$ cat src/rtl/shift_engine.sv
// Multi-step shift/rotate engine: loads a register, then applies one single-bit
// shift or rotate per clock for a latched count, with a start/busy/done handshake.
module shift_engine #(
  parameter int unsigned WIDTH = 8,
  parameter int unsigned CNT_W = 4
) (
  input  logic             clk,
  input  logic             rst,
  input  logic             load,
  input  logic [WIDTH-1:0] ip,
  input  logic             start,
  input  logic [2:0]       mode,
  input  logic [CNT_W-1:0] amt,
  input  logic             sin,
  output logic [WIDTH-1:0] op,
  output logic             sout,
  output logic             busy,
  output logic             done
);

  typedef enum logic [0:0] {StIdle, StShift} state_e;

  typedef enum logic [2:0] {
    ModeSll  = 3'b000,
    ModeSrl  = 3'b001,
    ModeRol  = 3'b010,
    ModeRor  = 3'b011,
    ModeSra  = 3'b100,
    ModeSil  = 3'b101,
    ModeSir  = 3'b110,
    ModeHold = 3'b111
  } mode_e;

  state_e           state_q, state_d;
  mode_e            mode_q, mode_d;
  logic [CNT_W-1:0] cnt_q, cnt_d;
  logic [WIDTH-1:0] op_q, op_d;
  logic             sout_q, sout_d;
  logic             done_q, done_d;

  logic [WIDTH-1:0] step_op;
  logic             step_sout;

  // Result of a single step in the latched mode.
  always_comb begin
    step_op   = op_q;
    step_sout = op_q[WIDTH-1];
    unique case (mode_q)
      ModeSll: step_op = {op_q[WIDTH-2:0], 1'b0};
      ModeSrl: begin
        step_op   = {1'b0, op_q[WIDTH-1:1]};
        step_sout = op_q[0];
      end
      ModeRol: step_op = {op_q[WIDTH-2:0], op_q[WIDTH-1]};
      ModeRor: begin
        step_op   = {op_q[0], op_q[WIDTH-1:1]};
        step_sout = op_q[0];
      end
      ModeSra: begin
        step_op   = {op_q[WIDTH-1], op_q[WIDTH-1:1]};
        step_sout = op_q[0];
      end
      ModeSil: step_op = {op_q[WIDTH-2:0], sin};
      ModeSir: begin
        step_op   = {sin, op_q[WIDTH-1:1]};
        step_sout = op_q[0];
      end
      ModeHold: step_op = op_q;
      default: step_op = op_q;
    endcase
  end

  always_comb begin
    state_d = state_q;
    mode_d  = mode_q;
    cnt_d   = cnt_q;
    op_d    = op_q;
    sout_d  = sout_q;
    done_d  = 1'b0;
    unique case (state_q)
      StIdle: begin
        if (load) begin
          op_d = ip;
        end else if (start) begin
          if (amt != '0) begin
            mode_d  = mode_e'(mode);
            cnt_d   = amt;
            state_d = StShift;
          end else begin
            done_d = 1'b1;
          end
        end
      end
      StShift: begin
        op_d   = step_op;
        sout_d = step_sout;
        cnt_d  = cnt_q - 1'b1;
        if (cnt_q == CNT_W'(1)) begin
          state_d = StIdle;
          done_d  = 1'b1;
        end
      end
      default: state_d = StIdle;
    endcase
  end

  always_ff @(posedge clk) begin
    if (!rst) begin
      state_q <= StIdle;
      mode_q  <= ModeSll;
      cnt_q   <= '0;
      op_q    <= '0;
      sout_q  <= 1'b0;
      done_q  <= 1'b0;
    end else begin
      state_q <= state_d;
      mode_q  <= mode_d;
      cnt_q   <= cnt_d;
      op_q    <= op_d;
      sout_q  <= sout_d;
      done_q  <= done_d;
    end
  end

  assign op   = op_q;
  assign sout = sout_q;
  assign busy = (state_q == StShift);
  assign done = done_q;

endmodule
$ cat config.mk
export PLATFORM = sky130hd
export DESIGN_NAME = shift_engine
export DESIGN_NICKNAME = d
export VERILOG_FILES = /design/src/rtl/shift_engine.sv
export SDC_FILE = /design/constraint.sdc
export NUM_CORES = 1
export LEC_CHECK = 0
export CAP_MARGIN = 30
export CORE_MARGIN = 5
export CORE_UTILIZATION = 35
export CTS_CLUSTER_DIAMETER = 120
export DETAILED_ROUTE_END_ITERATION = 8
export PLACE_DENSITY = 0.62
export SLEW_MARGIN = 20
export SYNTH_ARGS = -nofsm -noshare
export SYNTH_HDL_FRONTEND = slang
export SYNTH_SLANG_ARGS = --single-unit
$ cat constraint.sdc
create_clock -name clk -period 1.6 [get_ports clk]
set_input_delay 0.32 -clock clk [delete_from_list [all_inputs] [get_ports clk]]
set_output_delay 0.32 -clock clk [all_outputs]
set_load 0.02 [all_outputs]
==> results of run 1 <==
-- kinds of logic (layout without fill, tap and decap cells) --
family	count (synthesis)	in the layout
simple gates	51	51
flops	18	18
mux	3	3
xor+xnor	4	4
buf+inv	11	52
fa+ha+maj	2	2
compound gates	34	34
-- worst min path at each step --
stage,from,end,cells past startpoint
final,cnt_q[3]$_SDFFE_PN0P_,cnt_q[3]$_SDFFE_PN0P_,2
after global routing,cnt_q[3]$_SDFFE_PN0P_,cnt_q[3]$_SDFFE_PN0P_,2
after CTS,cnt_q[3]$_SDFFE_PN0P_,cnt_q[3]$_SDFFE_PN0P_,2
after detailed placement,cnt_q[3]$_SDFFE_PN0P_,cnt_q[3]$_SDFFE_PN0P_,2
after global placement,cnt_q[3]$_SDFFE_PN0P_,cnt_q[3]$_SDFFE_PN0P_,2
after floorplan,cnt_q[3]$_SDFFE_PN0P_,cnt_q[3]$_SDFFE_PN0P_,2
-- power breakdown --
group	internal, W	leakage, nW	switching [W]
logic	0.000173	0.437	0.000164
clock network	0.000138	0.0210	0.000142
registers	0.000486	0.148	0.0000418
-- what timing repair did --
| action | CTS | global route |
|---|---|---|
| hold endpoints to repair | 0 | 0 |
| gates resized for setup | 8 | 1 |
| hold buffers | 0 | 0 |
| endpoints found under the setup margin | 8 | 1 |
-- state kept, by name, summed over array words and instances, names as in the netlist --
name,cells
op,8
cnt_q,4
mode_q,3
busy,1
done,1
sout,1
-- cells in the final DEF (no fill, tap or decap), drive strengths merged, types with 2 or more instances in the layout --
cell	instances
a211oi	3
a21oi	4
a31oi	4
a41oi	3
and3	6
buf	14
clkbuf	4
clkdlybuf4s50	21
dfxtp	18
dlygate4sd2	8
ha	2
inv	4
mux2i	3
nand2	26
nand3	2
nor2	7
nor2b	2
nor3	2
o211ai	8
o22ai	6
xnor2	2
xor2	2
-- through the flow --
| stage | setup slack (ns) | std cells | power [W] | cell area (um2) |
|---|---|---|---|---|
| detailed placement | -0.238 | 191 | 0.000890 | 1460 |
| CTS | 0.0332 | 195 | 0.00116 | 1480 |
| finish | 0.0474 | 195 | 0.00114 | 1490 |
| global placement | -0.211 | 191 | 0.000882 | 1460 |
| global route | 0.0201 | 195 | 0.00121 | 1490 |
| floorplan | 0.260 | 123 | 0.000720 | 1040 |
-- area by class of cell --
type | instances | area [um2] | share of cell area
Multi-Input combinational cell | 94 | 624 | 0.420
Inverter | 4 | 15.0 | 0.0101
Clock buffer | 4 | 36.3 | 0.0244
Timing Repair Buffer | 44 | 410 | 0.276
Tap cell | 31 | 38.8 | 0.0261
Sequential cell | 18 | 360 | 0.243
-- metal layers --
| metal | share of wire | GRT usage | up-vias |
|---|---|---|---|
| li1 | - | - | 536 |
| met1 | 0.44 | 0.166 | 502 |
| met2 | 0.51 | 0.241 | 19 |
| met3 | 0.048 | 0.0380 | 2 |
| met4 | 0.0059 | 0.0317 | 0 |
| met5 | 0 | 0 | - |
==> flow_summary.yaml, run 1 <==
pwr:
  power.leakage_nw: 0.606
  p_per_area_nw_per_um2: 771
  peakVddDrop_v: 0.000368
synth:
  synth-xor-area-share: 0.0481
  yosysMostFrequentCell: "nand2_1"
  ys_async_sr_fraction: 0
  synth_top_area_share: 0.347
  ys_seq_area_frac: 0.347
  synth-compound-area-share: 0.247
  yosysWarnings: 0
  synthTopCellsByArea: "dfxtp_1 35%, nand2_1 9.0%, o211ai_1 5.8%"
  yosys.area_share.simple: 0.253
  synth-seq-cells: 18
  synth.largest_area_cell: "dfxtp_1"
  synth_fa_ha_area_frac: 0.0241
  synth_edf_count: 0
  synth_cells: 123
  syn-num-nets: 145
  synth_top_family_by_area: "simple AND/OR/NAND/NOR gates"
  muxShareOfSynthArea: 0.0289
  synth_common_cells: "25 x nand2_1, 18 x dfxtp_1, 8 x o211ai_1"
  synthFlopType: "dfxtp_1"
  syn_avg_cell_area_um2: 8.45
  yosysUniqueCellTypes: 42
  syn_area_um2: 1040
sta:
  drv_slew: 0
  slew_headroom: 0.723
  finalHoldViolCount: 0
  period_needed_ns: 1.55
  fin_hold_ws_ns: 0.496
  max_slew.worst_pin.slew_ns: 0.410
  fin_crit_sh: 0.970
  skew_ns: 0.00473
  rsz0062_at_grt: "no"
  setup_viol: 0
  fmax_ghz: 0.644
  tns_ns: 0
floorplan:
  rows: 19
  core_um2: 2810
  dieArea_um2: 4160
  start_util: 0.371
  io_pins: 31
  fp.dieW_um: 64.5
  dieHeight_um: 64.5
cells_and_area:
  post-route-util: 0.529
  nets: 187
  drive_gt1_frac: 0.171
  antenna_cells: 0
  nFillCells: 305
  syn_to_final_growth_pct: 42.8
clocking:
  cts_htree_levels: 1
  root_buffer: "clkbuf_4"
  tritoncts: "yes"
  cts_setup_buffers: 0
  insertion_delay_ns: 0.29
  cts.sinks: 18
  clk_pin_slew_ns: 0.11
  cts_made_buffers: 3
  clk_path_buf_depth: 2
min_path:
  min_path_type: "reg -> reg"
critical_path:
  cpPeakStageDelay_ns: 0.60
  worst_path_dominant_cell_family: "buffers and inverters"
  end_kind: "output pin"
  critPathKind: "reg -> out"
  reg2reg_depth: 4
  crit_chain: "clkdlybuf4s50_1"
  crit-reg2reg-launch: "mode_q[2]$_SDFFE_PN0P_"
  required_ns: 1.28
  startpoint: "op[6]$_SDFFE_PN0P_"
  r2r-end: "op[2]$_SDFFE_PN0P_"
  cp-endpoint: "op[6]"
  cp-start-kind: "register"
  cp_num_cells: 1
  crit_path_max_fanout: 2
  cpMaxStageDelayCell: "clkdlybuf4s50_1"
  reg2reg_slack_ns: 0.17
  cp.arrival_ns: 1.23
  worst-path-buf-inv: 1
grt:
  grt_overflow: 0
  grt.total_usage: 0.137
  grt_antenna_before_repair: 0
  grt_pass1_vias: 1040
  grt_first_pass_wirelength_mm: 4.64
  grt_max_degree: 30
route:
  viasPerCell: 5.43
  routed_wl_mm: 2.71
  num_vias: 1059
  drc: 0
  drtIter0Drc: 56
  ant_nets: 0
  wl_per_cell_um: 13.9
  drtPass1Iterations: 2
run:
  maxCapViolCount: 0
run_status:
  status: "finished, final reports clean"
placed_design:
  port_buffers: 30
  finalWeightedCongestion: 0.884
  dpl.hpwl_mm: 2.10
Note: power is estimated with default switching activity, not from simulation.
==> inputs of run 2 (changes only) <==
--- a/config.mk
+++ b/config.mk
@@ -8,8 +8,8 @@
 export CAP_MARGIN = 30
 export CORE_MARGIN = 5
-export CORE_UTILIZATION = 35
+export CORE_UTILIZATION = 40
 export CTS_CLUSTER_DIAMETER = 120
 export DETAILED_ROUTE_END_ITERATION = 8
-export PLACE_DENSITY = 0.62
+export PLACE_DENSITY = 0.7
 export SLEW_MARGIN = 20
 export SYNTH_ARGS = -nofsm -noshare
==> constraint.sdc (replaced) <==
create_clock -name clk -period 1.6 [get_ports clk]
set_input_delay 0.32 -clock clk [delete_from_list [all_inputs] [get_ports clk]]
set_output_delay 0.32 -clock clk [all_outputs]
set_load 0.1 [all_outputs]
==> flow_summary.yaml, run 2 (synthesis gave the netlist of run 1 again) <==
critical_path:
  required_ns: 1.78
  worst-path-buf-inv: 1
  critPathKind: "in -> reg"
  end_kind: "register"
  r2r-end: "op[4]$_SDFFE_PN0P_"
  reg2reg_depth: 4
  crit_chain: "clkdlybuf4s50_1 -> or4_4 -> nand3_4 -> mux2i_1 -> nor2_1"
  cpPeakStageDelay_ns: 0.58
  crit_path_max_fanout: 4
  crit-reg2reg-launch: "mode_q[2]$_SDFFE_PN0P_"
  cp-start-kind: "input pin"
  cpMaxStageDelayCell: "or4_4"
  reg2reg_slack_ns: 0.11
  worst_path_dominant_cell_family: "simple AND/OR/NAND/NOR gates"
  cp.arrival_ns: 1.71
route:
  num_vias: 1068
  viasPerCell: 5.62
  ant_nets: 0
  drc: 0
  routed_wl_mm: 2.74
  drtIter0Drc: 21
  wl_per_cell_um: 14.4
  drtPass1Iterations: 4
grt:
  grt_antenna_before_repair: 0
  grt_max_degree: 15
  grt.total_usage: 0.158
  grt_overflow: 0
  grt_pass1_vias: 1074
  grt_first_pass_wirelength_mm: 4.49
sta:
  fin_crit_sh: 0.959
  fin_ws_ns: 0.0655
  setup_viol: 0
  period_needed_ns: 1.53
  drv_slew: 0
  fmax_ghz: 0.652
  skew_ns: 0.00292
  slew_headroom: 0.697
  rsz0062_at_grt: "no"
  finalHoldViolCount: 0
  max_slew.worst_pin.slew_ns: 0.454
cells_and_area:
  mostFrequentLayoutCells: "25 x nand2_1, 19 x clkdlybuf4s50_1, 17 x dfxtp_1"
  largest_reg_flops: 8
  stdcell_count: 190
  drive_gt1_frac: 0.225
  final_common_cell: "nand2_1"
  nets: 184
  antenna_cells: 0
  syn_to_final_growth_pct: 50.7
  design_area_um2: 1570
clocking:
  ctsResizeCount: 0
  root_buffer: "clkbuf_4"
  cts_setup_buffers: 0
  clk_path_buf_depth: 2
  cts_made_buffers: 3
  tritoncts: "yes"
  cts_htree_levels: 1
  cts_hold_buffers: 0
  clk_pin_slew_ns: 0.10
  cts.sinks: 18
  insertion_delay_ns: 0.29
placed_design:
  placed_cells: 187
  finalWeightedCongestion: 0.833
  port_buffers: 30
  dpl.hpwl_mm: 2.04
  post-place-ws_ns: -0.258
  postPlaceCellArea_um2: 1540
floorplan:
  rows: 18
  fp.dieW_um: 61.0
  dieArea_um2: 3720
  core_um2: 2480
  start_util: 0.420
  dieHeight_um: 61.0
  io_pins: 31
run:
  maxCapViolCount: 0
run_status:
  status: "finished, final reports clean"
pwr:
  power_w: 0.00130
  power.leakage_nw: 0.596
  peakVddDrop_v: 0.000554
  p_per_area_nw_per_um2: 832
min_path:
  min_to: "cnt_q[3]$_SDFFE_PN0P_"
  hold_start: "cnt_q[3]$_SDFFE_PN0P_"
  min_path_type: "reg -> reg"
  hold_path_depth: 2
[run 2: cell types whose count changed in the layout (fill, tap and decap cells not counted)]
cell / previous run / this run
clkbuf_8: 1 / 0
dlymetal6s2s_1: 1 / 0
buf_4: 13 / 10
buf_12: 1 / 12
dfxtp_1: 18 / 17
dfxtp_2: 0 / 1
clkdlybuf4s50_1: 21 / 19
dlygate4sd2_1: 8 / 0
[run 2: worst max path at each step]
stage	startpoint	cells past startpoint	endpoint	slack, ns
floorplan	op[7]$_SDFFE_PN0P_	3	op[0]$_SDFFE_PN0P_	0.008
global placement	amt[2]	5	mode_q[2]$_SDFFE_PN0P_	-0.20
detailed placement	amt[2]	5	mode_q[0]$_SDFFE_PN0P_	-0.26
CTS	amt[2]	5	mode_q[0]$_SDFFE_PN0P_	0.06
global route	mode_q[2]$_SDFFE_PN0P_	4	op[4]$_SDFFE_PN0P_	0.002
finish	amt[0]	5	mode_q[0]$_SDFFE_PN0P_	0.07
[run 2: area by class of cell]
type	count	area, um2
fillers	229	911
multi-input cells	94	624
repair buffers	41	505
flip-flops and latches	18	362
well taps	30	37.5
clock buffers	3	22.5
inverters	4	15.0
[run 2: power by group]
part	internal, W	total (W)	leakage, nW	switching [W]
logic	0.000229	0.000526	0.434	0.000298
registers	0.000486	0.000549	0.149	0.0000628
clock network	0.0000877	0.000228	0.0138	0.000140
total	0.000803	0.00130	0.596	0.000501
[run 2: metrics by stage]
stage | util | hold WS (ns) | TNS, ns
after global placement | 0.623 | 0.470 | -1.23
after CTS | 0.632 | 0.507 | 0
after detailed placement | 0.623 | 0.494 | -1.52
after global routing | 0.632 | 0.549 | 0
after floorplan | - | 0.457 | 0
final | 0.632 | 0.515 | 0
[run 2: worst register-to-register path: stages, from the launching register on]
cell     delay (ns)
dfxtp_1        0.61
xor2_2         0.37
nand2_1        0.10
and3_1         0.19
o22ai_1        0.15
[run 2: layer usage]
metal / track usage / vias to the layer above / wire length, um
li1: - / 528 / -
met1: 0.187 / 506 / 1190
met2: 0.287 / 32 / 1360
met3: 0.0383 / 2 / 163
met4: 0.0372 / 0 / 19
met5: 0 / - / 0
==> inputs of run 3 (changes only) <==
ABC_CLOCK_PERIOD_IN_PS = 1600   (was default)
PLACE_DENSITY = 0.67   (was 0.7)
==> flow_summary.yaml, run 3 (synthesis gave the netlist of run 1 again) <==
sta:
  rsz0062_at_grt: "no"
  skew_ns: 0.00744
  fmax_ghz: 0.645
  period_needed_ns: 1.55
  finalHoldViolCount: 0
  drv_slew: 0
  max_slew.worst_pin.slew_ns: 0.386
  tns_ns: 0
  fin_ws_ns: 0.0489
  fin_crit_sh: 0.969
  setup_viol: 0
  slew_headroom: 0.739
critical_path:
  crit_path_max_fanout: 4
  cpMaxStageDelayCell: "or4_4"
  required_ns: 1.77
  cpPeakStageDelay_ns: 0.58
  critPathKind: "in -> reg"
  crit_chain: "clkdlybuf4s50_1 -> or4_4 -> nand3_4 -> mux2i_1 -> nor2_1"
  end_kind: "register"
  worst_path_dominant_cell_family: "simple AND/OR/NAND/NOR gates"
  cp.arrival_ns: 1.72
  worst-path-buf-inv: 1
  cp-start-kind: "input pin"
clocking:
  cts_setup_buffers: 0
  ctsResizeCount: 0
  clk_path_buf_depth: 2
  root_buffer: "clkbuf_4"
  cts_made_buffers: 3
  insertion_delay_ns: 0.29
  clk_pin_slew_ns: 0.11
  cts_htree_levels: 1
  tritoncts: "yes"
  cts.sinks: 18
  cts_hold_buffers: 0
grt:
  grt_max_degree: 16
  grt.total_usage: 0.159
  grt_antenna_before_repair: 0
  grt_first_pass_wirelength_mm: 4.47
  grt_pass1_vias: 1015
  grt_overflow: 0
route:
  routed_wl_mm: 2.59
  viasPerCell: 5.45
  drtIter0Drc: 21
  drc: 0
  num_vias: 1046
  ant_nets: 0
  wl_per_cell_um: 13.5
  drtPass1Iterations: 4
floorplan:
  dieArea_um2: 3720
  io_pins: 31
  rows: 18
  start_util: 0.420
  fp.dieW_um: 61.0
  core_um2: 2480
  dieHeight_um: 61.0
cells_and_area:
  syn_to_final_growth_pct: 50.9
  ff_latch_area_um2: 362
  post-route-util: 0.633
  largest_reg_flops: 8
  mostFrequentLayoutCells: "25 x nand2_1, 19 x clkdlybuf4s50_1, 17 x dfxtp_1"
  nFillCells: 220
  drive_gt1_frac: 0.235
  nets: 186
  multi_input_comb_area_um2: 624
  stdcell_count: 192
  final_common_cell: "nand2_1"
  antenna_cells: 0
pwr:
  power_w: 0.00130
  p_per_area_nw_per_um2: 827
  peakVddDrop_v: 0.000675
  power.leakage_nw: 0.601
placed_design:
  finalWeightedCongestion: 0.897
  dpl.hpwl_mm: 2.01
  placed_cells: 189
  post-place-ws_ns: -0.276
  port_buffers: 30
run:
  maxCapViolCount: 0
min_path:
  min_path_type: "reg -> reg"
run_status:
  status: "finished, final reports clean"
[run 3: where the power goes]
| part | switching [W] | internal (W) | leakage (nW) | total, W |
|---|---|---|---|---|
| clock | 0.000141 | 0.0000876 | 0.0138 | 0.000228 |
| sequential | 0.0000584 | 0.000486 | 0.149 | 0.000545 |
| combinational | 0.000298 | 0.000227 | 0.439 | 0.000525 |
| total | 0.000497 | 0.000801 | 0.601 | 0.00130 |
[run 3: layer usage]
metal | global-route usage | share of wire | vias to the layer above
li1 | - | - | 531
met1 | 0.201 | 0.45 | 486
met2 | 0.272 | 0.48 | 27
met3 | 0.0404 | 0.064 | 2
met4 | 0.0372 | 0.0081 | 0
met5 | 0 | 0 | -
[run 3: area by class of cell]
cell class | count | share of cell area
clock buffers | 3 | 0.0144
inverters | 4 | 0.00957
multi-input cells | 94 | 0.398
flip-flops and latches | 18 | 0.230
well taps | 30 | 0.0239
repair buffers | 43 | 0.324
[run 3: per-stage QoR]
| stage | instance area, um2 | hold WS (ns) |
|---|---|---|
| after global routing | 1570 | 0.554 |
| after global placement | 1550 | 0.467 |
| after floorplan | 1040 | 0.457 |
| after detailed placement | 1550 | 0.482 |
| final | 1570 | 0.497 |
| after CTS | 1570 | 0.497 |
[run 3: path summary, 6_finish.rpt]
kind	startpoint	endpoint	slack [ns]	cells after the start
max	amt[2]	mode_q[2]$_SDFFE_PN0P_	0.05	5
max reg2reg	mode_q[2]$_SDFFE_PN0P_	op[3]$_SDFFE_PN0P_	0.22	4
min reg2reg	cnt_q[3]$_SDFFE_PN0P_	cnt_q[3]$_SDFFE_PN0P_	0.50	2
min	cnt_q[3]$_SDFFE_PN0P_	cnt_q[3]$_SDFFE_PN0P_	0.50	2
[run 3: tightest hold or removal path: cells and delay by family (launching register included)]
family | cells | cell delay, ns
DFF | 1 | 0.35
and+or+nand+nor | 1 | 0.06
AOI/OAI and AO/OA | 1 | 0.05
